--- src/rtl/mux8_scan_ctrl.sv ---
// Scan sequencer for an 8:1 bit mux: steps the select through the enabled channels in
// ascending order, samples the mux output after a dwell and publishes an 8-bit snapshot.
module mux8_scan_ctrl #(
    parameter int DWELL = 2,
    parameter int CNT_W = 8
) (
    input  logic             clk,
    input  logic             rst,
    input  logic             start,
    input  logic [7:0]       chan_mask,
    input  logic             mux_out,
    output logic [2:0]       sel,
    output logic             busy,
    output logic [7:0]       snap_data,
    output logic             snap_valid,
    input  logic             snap_ready,
    output logic [CNT_W-1:0] scan_cnt
);

    typedef enum logic [1:0] {
        ST_IDLE  = 2'd0,
        ST_DWELL = 2'd1,
        ST_DONE  = 2'd2
    } state_t;

    localparam logic [3:0] DWELL_LAST = 4'(DWELL - 1);

    state_t           r_state;
    logic [2:0]       r_sel;
    logic             r_busy;
    logic [7:0]       r_snap_data;
    logic             r_snap_valid;
    logic [CNT_W-1:0] r_scan_cnt;
    logic [7:0]       r_mask_q;
    logic [7:0]       r_shadow;
    logic [3:0]       r_dwell_cnt;

    logic             w_accept;
    logic [3:0]       w_first;
    logic [3:0]       w_next;
    logic             w_dwell_end;
    logic [7:0]       w_shadow_upd;

    // Returns {found, index} of the lowest set bit of m.
    function automatic logic [3:0] lowest_set(input logic [7:0] m);
        logic [3:0] res;
        res = 4'd0;
        for (int k = 7; k >= 0; k--) begin
            if (m[k]) begin
                res = {1'b1, 3'(k)};
            end else begin
                res = res;
            end
        end
        return res;
    endfunction

    // Start acceptance, channel lookahead and the shadow word with the current sample merged in.
    always_comb begin
        w_accept            = start && (r_state == ST_IDLE) && (!r_snap_valid || snap_ready);
        w_first             = lowest_set(chan_mask);
        w_next              = lowest_set(r_mask_q & (8'hFE << r_sel));
        w_dwell_end         = (r_dwell_cnt == DWELL_LAST);
        w_shadow_upd        = r_shadow;
        w_shadow_upd[r_sel] = mux_out;
    end

    // Scan FSM with all outputs registered; the last sample publishes the snapshot directly
    // so it appears the cycle after the final dwell, and DONE only publishes empty-mask scans.
    always_ff @(posedge clk or posedge rst) begin
        if (rst) begin
            r_state      <= ST_IDLE;
            r_sel        <= 3'd0;
            r_busy       <= 1'b0;
            r_snap_data  <= 8'h00;
            r_snap_valid <= 1'b0;
            r_scan_cnt   <= '0;
            r_mask_q     <= 8'h00;
            r_shadow     <= 8'h00;
            r_dwell_cnt  <= 4'd0;
        end else begin
            if (r_snap_valid && snap_ready) begin
                r_snap_valid <= 1'b0;
            end
            case (r_state)
                ST_IDLE: begin
                    if (w_accept) begin
                        r_mask_q    <= chan_mask;
                        r_shadow    <= 8'h00;
                        r_dwell_cnt <= 4'd0;
                        if (w_first[3]) begin
                            r_state <= ST_DWELL;
                            r_sel   <= w_first[2:0];
                            r_busy  <= 1'b1;
                        end else begin
                            r_state <= ST_DONE;
                        end
                    end
                end
                ST_DWELL: begin
                    if (w_dwell_end) begin
                        r_shadow    <= w_shadow_upd;
                        r_dwell_cnt <= 4'd0;
                        if (w_next[3]) begin
                            r_sel <= w_next[2:0];
                        end else begin
                            r_sel        <= 3'd0;
                            r_busy       <= 1'b0;
                            r_snap_data  <= w_shadow_upd;
                            r_snap_valid <= 1'b1;
                            r_scan_cnt   <= r_scan_cnt + CNT_W'(1);
                            r_state      <= ST_DONE;
                        end
                    end else begin
                        r_dwell_cnt <= r_dwell_cnt + 4'd1;
                    end
                end
                ST_DONE: begin
                    r_state <= ST_IDLE;
                    r_sel   <= 3'd0;
                    r_busy  <= 1'b0;
                    if (r_mask_q == 8'h00) begin
                        r_snap_data  <= r_shadow;
                        r_snap_valid <= 1'b1;
                        r_scan_cnt   <= r_scan_cnt + CNT_W'(1);
                    end
                end
                default: begin
                    r_state <= ST_IDLE;
                    r_sel   <= 3'd0;
                    r_busy  <= 1'b0;
                end
            endcase
        end
    end

    assign sel        = r_sel;
    assign busy       = r_busy;
    assign snap_data  = r_snap_data;
    assign snap_valid = r_snap_valid;
    assign scan_cnt   = r_scan_cnt;

endmodule

--- config.mk ---
export PLATFORM = sky130hd
export DESIGN_NAME = mux8_scan_ctrl
export DESIGN_NICKNAME = d
export VERILOG_FILES = /design/src/rtl/mux8_scan_ctrl.sv
export SDC_FILE = /design/constraint.sdc
export NUM_CORES = 1
export LEC_CHECK = 0
export CAP_MARGIN = 20
export CORE_MARGIN = 4
export CORE_UTILIZATION = 50
export CTS_BUF_LIST = sky130_fd_sc_hd__clkbuf_2
export DETAILED_ROUTE_END_ITERATION = 10
export GPL_TIMING_DRIVEN = 0
export PLACE_DENSITY = 0.74
export SYNTH_ARGS = -nofsm -noshare
export SYNTH_HDL_FRONTEND = slang
export SYNTH_SLANG_ARGS = --single-unit
export TNS_END_PERCENT = 5
--- constraint.sdc ---
create_clock -name clk -period 4.19 [get_ports clk]
set_clock_uncertainty 0.15 [all_clocks]
set_input_delay 0.6285 -clock clk [delete_from_list [all_inputs] [get_ports clk]]
set_output_delay 0.6285 -clock clk [all_outputs]
set_load 0.01 [all_outputs]
Yosys cells after proc, flatten, opt, wreduce, memory -nomap -nowiden
Index checks and enable logic that the tools add are counted.
{ "word_totals": {"ff_bits": 43, "elab_cells": 93, "out_inout_bits": 21, "in_bits": 13} }
{ "classes": {"n_bitwise": 1, "order_cmp": 2, "n_shift": 1, "n_eq_ne": 8, "muxes": 53, "addsub": 2, "reduce_logical": 17} }
{ "ops": {"columns": ["cell", "n"], "rows": [
  ["4-bit two-way mux", 18],
  ["8-bit two-way mux", 8],
  ["8-bit case mux with 2 select lines", 3],
  ["3-bit two-way mux", 4],
  ["2-bit != test (second input constant)", 5],
  ["1-bit two-way mux", 9],
  ["3-bit AND reduction", 3],
  ["8-bit by 1-bit adder with 8-bit output (second input constant)", 1],
  ["8-bit AND", 1],
  ["8-bit bitwise mux", 1],
  ["8-bit zero test", 1],
  ["2-bit two-way mux", 4],
  ["4-bit case mux with 2 select lines", 1],
  ["4-bit AND reduction", 2],
  ["8-bit by 3-bit left shift with 8-bit output (first input constant)", 1],
  ["3-bit case mux with 2 select lines", 1],
  ["4-bit by 1-bit adder with 4-bit output (second input constant)", 1],
  ["4-bit by 1-bit == test with 1-bit output (second input constant)", 1],
  ["1-bit logical AND", 4],
  ["3-bit by 4-bit less-than comparator with 1-bit output (second input constant)", 1],
  ["1-bit case mux with 2 select lines", 2],
  ["2-bit case mux with 2 select lines", 1],
  ["2-bit AND reduction", 2],
  ["2-bit nonzero test", 2],
  ["other kinds (7)", 7]
]} }

Depth between registers and ports, before layout
Gate-level depths: netlist of run 1.
{ "depth": {"ltp_word": 13, "mapped_depth": 9, "ltp_nobuf": 7} }

Worst setup path before layout of run 1
OpenSTA, ideal clock, no wires.
{ "synth_path": {"kind": "flip-flop to flip-flop", "start": "register r_sel[2], in the netlist sel[2]", "end": "register r_snap_data[4], in the netlist snap_data[4]", "n_path_buf": 1, "slack_ns": 2.039, "stages_incl_launch_ff": 7, "period_less_slack_ns": 2.151, "t_required_ns": 3.912, "setup_time_ns": 0.128, "arrival_time_ns": 1.874, "path_cell_list": "dfrtp_1 > clkbuf_1 > inv_2 > or3_1 > nor2_1 > mux2_1 > mux2_1"} }
{ "synth_via": {"elab_chain_cells": 12, "elab_cells_between_ends": 21, "classes_between": "order compare (2); eq/ne (1); shift (1); mux (14); bitwise (1); reduce/logical (2)"} }
{ "synth_lines": {"columns": ["item", "line_no", "text"], "rows": [
  ["start, declared", "29", "logic [2:0] r_sel;"],
  ["start signal, assigned", "93", "r_sel <= w_first[2:0];"],
  ["start signal, assigned", "105", "r_sel <= w_next[2:0];"],
  ["8-bit by 3-bit left shift with 8-bit output", "62", "w_next = lowest_set(r_mask_q & (8'hFE << r_sel));"],
  ["8-bit AND", "62", null],
  ["4-bit two-way mux (8 in a row)", "49", "if (m[k]) begin"],
  ["2-bit != test (no line)", null, null],
  ["4-bit AND reduction (no line)", null, null],
  ["end signal, assigned", "109", "r_snap_data <= w_shadow_upd;"],
  ["end signal, assigned", "123", "r_snap_data <= r_shadow;"],
  ["end, declared", "31", "logic [7:0] r_snap_data;"]
]} }
Several ways; a longest one is shown, not always the timed one. The select of a mux whose other input is x is not followed.
A chain may end at the register's enable or synchronous reset.

Worst setup path in the final report of run 1
{ "layout_path": {"start": "register r_state[1]", "end": "register r_snap_data[0], in the netlist snap_data[0]"} }
{ "layout_via": {"elab_chain_cells": 3, "elab_cells_between_ends": 8, "classes_between": "eq/ne (5); mux (1); reduce/logical (2)"} }
{ "layout_lines": {"columns": ["item", "line_no", "text"], "rows": [
  ["start, declared", "28", "state_t r_state;"],
  ["start signal, assigned", "72", "r_state <= ST_IDLE;"],
  ["start signal, assigned", "92", "r_state <= ST_DWELL;"],
  ["start signal, assigned", "96", "r_state <= ST_DONE;"],
  ["2-bit == test or 2-bit by 1-bit == test with 1-bit output (tied branches)", "85", "case (r_state)"],
  ["2-bit != test (no line) or 2-bit nonzero test (tied branches)", null, null],
  ["4-bit AND reduction (no line)", null, null]
]} }
Several ways; a longest one is shown, not always the timed one.

==> results.sh, run 1 <==
export IMPL_status="completed"
export IMPL_cts_tree="done"
export IMPL_postCtsHoldBufs=0
export IMPL_wirelength_um=4960
export IMPL_ys_flop_type="dfrtp_1"
export IMPL_cp_slowest_cell="a41oi_2"
export IMPL_tns_ns=0
export IMPL_pin_count=34
export IMPL_ys_seq_area_share_pct=43.8
export IMPL_n_antenna_cell=0
export IMPL_antenna_left=0
export IMPL_setup_violations=0
export IMPL_required_ns=4.35
export IMPL_ff_latch_area_sq_mm=0.00108
export IMPL_utilization_pct=61.6
export IMPL_cts_sinks=43
export IMPL_cts_root_buf="clkbuf_2"
export IMPL_synthAdderAreaFrac_pct=3.06
export IMPL_syn_nets=268
export IMPL_gp_congestion=0.945
export IMPL_ys_warn_count=0
export IMPL_grt_overflow_total=0
export IMPL_multi_input_area_sq_mm=0.00126
export IMPL_fin_nets=309
export IMPL_antenna_found_initial=0
export IMPL_period_share_pct=59.5
export IMPL_drv_cap=0
export IMPL_dr_pass1_iters=4
export IMPL_synth_compound_area_share_pct=16.1
export IMPL_synthMuxAreaShare_pct=10.5
export IMPL_yosys_cell_types_count=52
export IMPL_rsz0062_at_grt="no"
export IMPL_die_w_um=78.1
export IMPL_synth_top_family_by_area="simple AND/OR/NAND/NOR gates"
export IMPL_syn_cell_area_sq_mm=0.00246
export IMPL_synth_xor_area_share_pct=2.50
export IMPL_path_clk_slew_ns=0.21
export IMPL_stdcell_area_sq_mm=0.00293
export IMPL_via_count=1952
export IMPL_numCtsBuffers=5
export IMPL_synthSimpleGateAreaFrac_pct=19.1
export IMPL_place_hpwl_um=3760
export IMPL_cpMostUsedCell="inv_1"
export IMPL_io_buffers=33
export IMPL_drt_iter0_drc=114
export IMPL_whs_ns=0.281
export IMPL_final_hold_viol_count=0
export IMPL_initial_utilization_pct=51.7
export IMPL_fp_coreArea_sq_mm=0.00475
export IMPL_via_per_inst=5.45
export IMPL_timing_worst_setup_path_type="register to register"
export IMPL_avgSynthCellArea_sq_um=9.86
export IMPL_die_area_sq_mm=0.00610
export IMPL_fillerInstances=423
export IMPL_ctsResizeCount=0
export IMPL_cpLargestDelayFamily="compound AO/OA/AOI/OAI gates"
export IMPL_synthArstFlopShare_pct=100
export IMPL_max_stage_delay_ns=0.50
export IMPL_grt_usage_pct=17.5
export IMPL_clkLatencyLatePin_ns=0.42
export IMPL_slew_headroom_pct=62.5
export IMPL_power_leakage_uw=0.00127
export IMPL_dieHeight_um=78.1
export IMPL_syn2layout_area_growth_pct=19.3
export IMPL_fmax_ghz=0.401
export IMPL_clock_path_buffers=2
export IMPL_critical_path_buf_inv_count=3
export IMPL_post_cts_buffers=0
export IMPL_power_density_mw_per_mm2=685
export IMPL_rows=25
export IMPL_hold_path_class="input pin to asynchronous set/reset pin"
export IMPL_start_kind="register"
export IMPL_grt_pass1_vias=1839
export IMPL_worst_ep_arrival_time_ns=2.65
export IMPL_placed_area_sq_mm=0.00289
export IMPL_crit_chain="inv_1 > ha_1 > inv_1 > a41oi_2 > nand2b_1 > buf_4 > mux2_1"
export IMPL_worstSetupEndpointType="register"
export IMPL_wl_per_cell_um=13.8
export IMPL_fin_crit_ns=2.49
export IMPL_layout_drive_gt1_share_pct=13.1
export IMPL_synth_edf_count=0
export IMPL_grt_pass1_wl_um=8540
export IMPL_drc=0
export IMPL_irDropWorstVdd_mv=0.401
export IMPL_ys_ff_latch=43
export IMPL_maxSlewViolCount=0
export IMPL_crit_path_max_fanout=10
export IMPL_htreeDepth=2
export IMPL_grt_max_degree=34
export IMPL_power_uw=2010
export IMPL_synth_cells=249
export IMPL_worst_pin_slew_ns=0.562
==> report_power, final <==
part / internal (uW) / total (uW) / leakage (uW) / switching, uW
Clock: 37.2 / 176 / 0.0000241 / 139
Combinational: 535 / 1110 / 0.000680 / 580
Sequential: 567 / 716 / 0.000562 / 149
Total: 1140 / 2010 / 0.00127 / 867
==> stage by stage <==
stage                     cells  setup WS [ns]
final                       358           1.70
after CTS                   358           1.70
after detailed placement    350           1.54
after global routing        358           1.57
after floorplan             249           2.04
after global placement      349           1.50
==> final timing paths <==
| check | startpoint | to | slack, ns | cells past startpoint |
|---|---|---|---|---|
| min reg2reg | scan_cnt[7] | scan_cnt[7] | 0.34 | 1 |
| min in group clk | scan_cnt[7] | scan_cnt[7] | 0.34 | 1 |
| max | r_state[1] | snap_data[0] | 1.70 | 7 |
| max in group asynchronous | rst | scan_cnt[1] | 3.17 | 3 |
| min | rst | snap_data[1] | 0.28 | 2 |
| max reg2reg | r_state[1] | snap_data[0] | 1.70 | 7 |
==> Yosys cell counts (3+ instances only) <==
cell type,number,area share (%)
or3_1,3,0.76
o21ai_0,9,1.8
nand2_1,18,2.8
mux2_2,12,5.5
mux2_1,10,4.6
o31ai_1,3,0.92
inv_1,19,2.9
o21ai_1,3,0.61
nor2b_1,7,1.8
ha_1,6,3.1
dfrtp_1,43,44
nor4_2,3,1.5
nand2b_1,8,2.0
nor2_1,19,2.9
clkbuf_1,5,0.76
xor2_1,5,1.8
nor3_1,3,0.61
a21oi_1,12,2.4
nand3_1,11,2.2
o22ai_1,9,2.3
==> cells by family (layout without fill, tap and decap cells) <==
kind of cell / Yosys count / count (layout)
compound gates: 56 / 56
xor+xnor: 7 / 7
mux: 23 / 23
simple gates: 86 / 86
buf+inv: 28 / 70
fa+ha+maj: 6 / 6
flops: 43 / 43
==> placed cells by master (no fill, tap or decap), drive strengths merged, types with 3 or more instances in the layout <==
| master | Yosys | layout |
|---|---|---|
| nor2b | 7 | 7 |
| clkbuf | 5 | 10 |
| o31ai | 3 | 3 |
| nand2 | 19 | 19 |
| o21ai | 12 | 12 |
| or3 | 3 | 3 |
| dfrtp | 43 | 43 |
| inv | 20 | 20 |
| a21oi | 13 | 13 |
| ha | 6 | 6 |
| clkdlybuf4s50 | 0 | 33 |
| or2 | 3 | 3 |
| buf | 3 | 4 |
| o22ai | 10 | 10 |
| nor4 | 5 | 5 |
| nand3 | 11 | 11 |
| nand2b | 8 | 8 |
| mux2 | 22 | 22 |
| nor2 | 19 | 19 |
| xor2 | 5 | 5 |
| nor3 | 3 | 3 |
==> sequential cells by signal, indices dropped and copies added, names as in the netlist <==
register	count
r_mask_q	8
r_shadow	8
scan_cnt	8
snap_data	8
r_dwell_cnt	4
sel	3
r_state	2
busy	1
snap_valid	1
==> layer usage <==
| metal | vias to the layer above | GRT usage (%) | part of all wire [%] |
|---|---|---|---|
| li1 | 971 | - | - |
| met1 | 927 | 23.4 | 46 |
| met2 | 48 | 27.6 | 47 |
| met3 | 6 | 3.44 | 4.5 |
| met4 | 0 | 7.87 | 1.5 |
| met5 | - | 0 | 0 |
==> area by class of cell <==
cell class	count	area share [%]
Multi-Input combinational cell	178	43.0
Clock buffer	5	0.854
Timing Repair Buffer	34	12.0
Clock inverter	3	0.512
Buffer	8	1.54
Tap cell	67	2.86
Inverter	20	2.56
Sequential cell	43	36.7
Power figures use the tool's default switching activity.
==> run 2, diff against run 1 <==
--- a/config.mk
+++ b/config.mk
@@ -11,7 +11,7 @@
 export CTS_BUF_LIST = sky130_fd_sc_hd__clkbuf_2
 export DETAILED_ROUTE_END_ITERATION = 10
 export GPL_TIMING_DRIVEN = 0
-export PLACE_DENSITY = 0.74
+export PLACE_DENSITY = 0.77
 export SYNTH_ARGS = -nofsm -noshare
 export SYNTH_HDL_FRONTEND = slang
 export SYNTH_SLANG_ARGS = --single-unit
==> constraint.sdc (replaced) <==
create_clock -name clk -period 2.04 [get_ports clk]
set_clock_uncertainty 0.15 [all_clocks]
set_input_delay 0.306 -clock clk [delete_from_list [all_inputs] [get_ports clk]]
set_output_delay 0.306 -clock clk [all_outputs]
set_load 0.01 [all_outputs]
==> results.sh, run 2 (synthesized netlist as in run 1, its figures left out) <==
export IMPL_layout_drive_gt1_share_pct=23.4
export IMPL_fin_crit_ns=2.19
export IMPL_r2r_end="sel[0]"
export IMPL_final_cell_mix="dfrtp_1, clkdlybuf4s50_1, nand2_1, inv_1, nor2_1"
export IMPL_via_per_inst=5.51
export IMPL_rsz0062_at_grt="yes"
export IMPL_period_share_pct=108
export IMPL_grt_usage_pct=19.2
export IMPL_wl_per_cell_um=14.7
export IMPL_place_hpwl_um=3830
export IMPL_setup_worst_path_start="r_dwell_cnt[1]"
export IMPL_maxSlewViolCount=0
export IMPL_rows=25
export IMPL_irDropWorstVdd_mv=0.890
export IMPL_path_clk_slew_ns=0.24
export IMPL_hold_path_class="input pin to asynchronous set/reset pin"
export IMPL_timing_worst_setup_path_type="register to register"
export IMPL_final_hold_viol_count=0
export IMPL_slew_headroom_pct=41.3
export IMPL_cts_root_buf="clkbuf_2"
export IMPL_via_count=2018
export IMPL_pin_count=34
export IMPL_htreeDepth=2
export IMPL_worstSetupEndpointType="register"
export IMPL_start_kind="register"
export IMPL_clkLatencyLatePin_ns=0.42
export IMPL_drc=0
export IMPL_numCtsBuffers=5
export IMPL_antenna_left=0
export IMPL_fin_nets=317
export IMPL_worst_ep_arrival_time_ns=2.36
export IMPL_drt_iter0_drc=128
export IMPL_clock_path_buffers=2
export IMPL_grt_overflow_total=0
export IMPL_setup_violations=27
export IMPL_dieHeight_um=78.1
export IMPL_postCtsHoldBufs=0
export IMPL_drv_cap=0
export IMPL_required_ns=2.20
export IMPL_r2r_cells=8
export IMPL_dp_cells=349
export IMPL_fp_coreArea_sq_mm=0.00475
export IMPL_violations="setup timing"
export IMPL_status="complete, but fails checks"
export IMPL_antenna_found_initial=0
export IMPL_n_antenna_cell=0
export IMPL_final_cells=366
export IMPL_timing_final_ws_setup_ns=-0.154
export IMPL_cts_tree="done"
export IMPL_io_buffers=33
export IMPL_grt_pass1_vias=1945
export IMPL_crit_path_max_fanout=5
export IMPL_die_w_um=78.1
export IMPL_worst_pin_slew_ns=0.879
export IMPL_cts_sinks=43
export IMPL_r2r_start="r_dwell_cnt[1]"
export IMPL_wirelength_um=5380
export IMPL_grt_pass1_wl_um=9320
export IMPL_dr_pass1_iters=4
export IMPL_initial_utilization_pct=51.7
export IMPL_grt_max_degree=44
export IMPL_fmax_ghz=0.456
export IMPL_power_leakage_uw=0.00139
export IMPL_power_density_mw_per_mm2=1500
export IMPL_syn2layout_area_growth_pct=30.9
export IMPL_die_area_sq_mm=0.00610
export IMPL_utilization_pct=67.6
export IMPL_reg2reg_slack_ns=-0.15
export IMPL_mostFrequentLayoutCell="dfrtp_1"
export IMPL_gp_congestion=0.890
## run 2: cell types whose count changed in the layout (fill, tap and decap cells not counted), sizes merged
| cell | change |
|---|---|
| clkbuf | -2 |
| bufinv | +1 |
| buf | +10 |
| clkinvlp | -1 |
## run 2: where the power goes
part | switching, uW | internal (uW) | leakage [uW]
logic | 1420 | 1450 | 0.000789
clock network | 282 | 202 | 0.0000404
registers | 316 | 1170 | 0.000559
total | 2020 | 2820 | 0.00139
## run 2: layer usage
metal,share of wire [%],global-route usage (%),vias to the layer above
met5,0,0,-
met4,1.3,5.07,0
met3,3.7,4.13,8
met2,51,33.2,38
met1,44,24.2,981
li1,-,-,991
## run 2: worst max-delay path, cell delays in order (launching register included)
cell,delay [ns]
dfrtp_1,0.43
inv_1,0.06
ha_2,0.15
or3b_4,0.37
and2_4,0.20
buf_12,0.13
a21oi_4,0.20
o21ai_4,0.11
mux2_2,0.29
## run 2: timing repair
action	CTS	global route
gates cloned	0	0
setup endpoints to repair	40	36
setup buffers	9	2
pin swaps	14	2
resized for setup	12	14
## run 2: worst max-delay path by stage
| stage | endpoint | slack, ns | cells after the start |
|---|---|---|---|
| after floorplan | scan_cnt[7] | -0.08 | 8 |
| after global placement | scan_cnt[7] | -0.37 | 7 |
| after detailed placement | scan_cnt[6] | -0.41 | 7 |
| after CTS | scan_cnt[5] | -0.15 | 8 |
| after global routing | scan_cnt[4] | -0.25 | 8 |
| final | sel[0] | -0.15 | 8 |
## run 2: final cells by class
cell class / count / area, sq um
Tap cell: 67 / 83.8
Inverter: 20 / 75.1
Fill cell: 366 / 1540
Timing Repair Buffer: 44 / 449
Sequential cell: 43 / 1080
Buffer: 6 / 61.3
Multi-Input combinational cell: 178 / 1400
Clock inverter: 3 / 38.8
Clock buffer: 5 / 25.0
## run 2: metrics by stage
step                      setup WS, ns  cell area (sq um)  TNS (ns)  hold slack (ns)  total power [uW]
final                           -0.154               3210     -2.01            0.192              4830
after floorplan                -0.0826               2540     -1.46            0.304              3230
after CTS                       -0.152               3150     -1.67            0.234              4710
after global placement          -0.367               2960    -20.67            0.305              3890
after global routing            -0.249               3210     -4.82            0.255              5210
after detailed placement        -0.412               2960     -8.66            0.312              3960
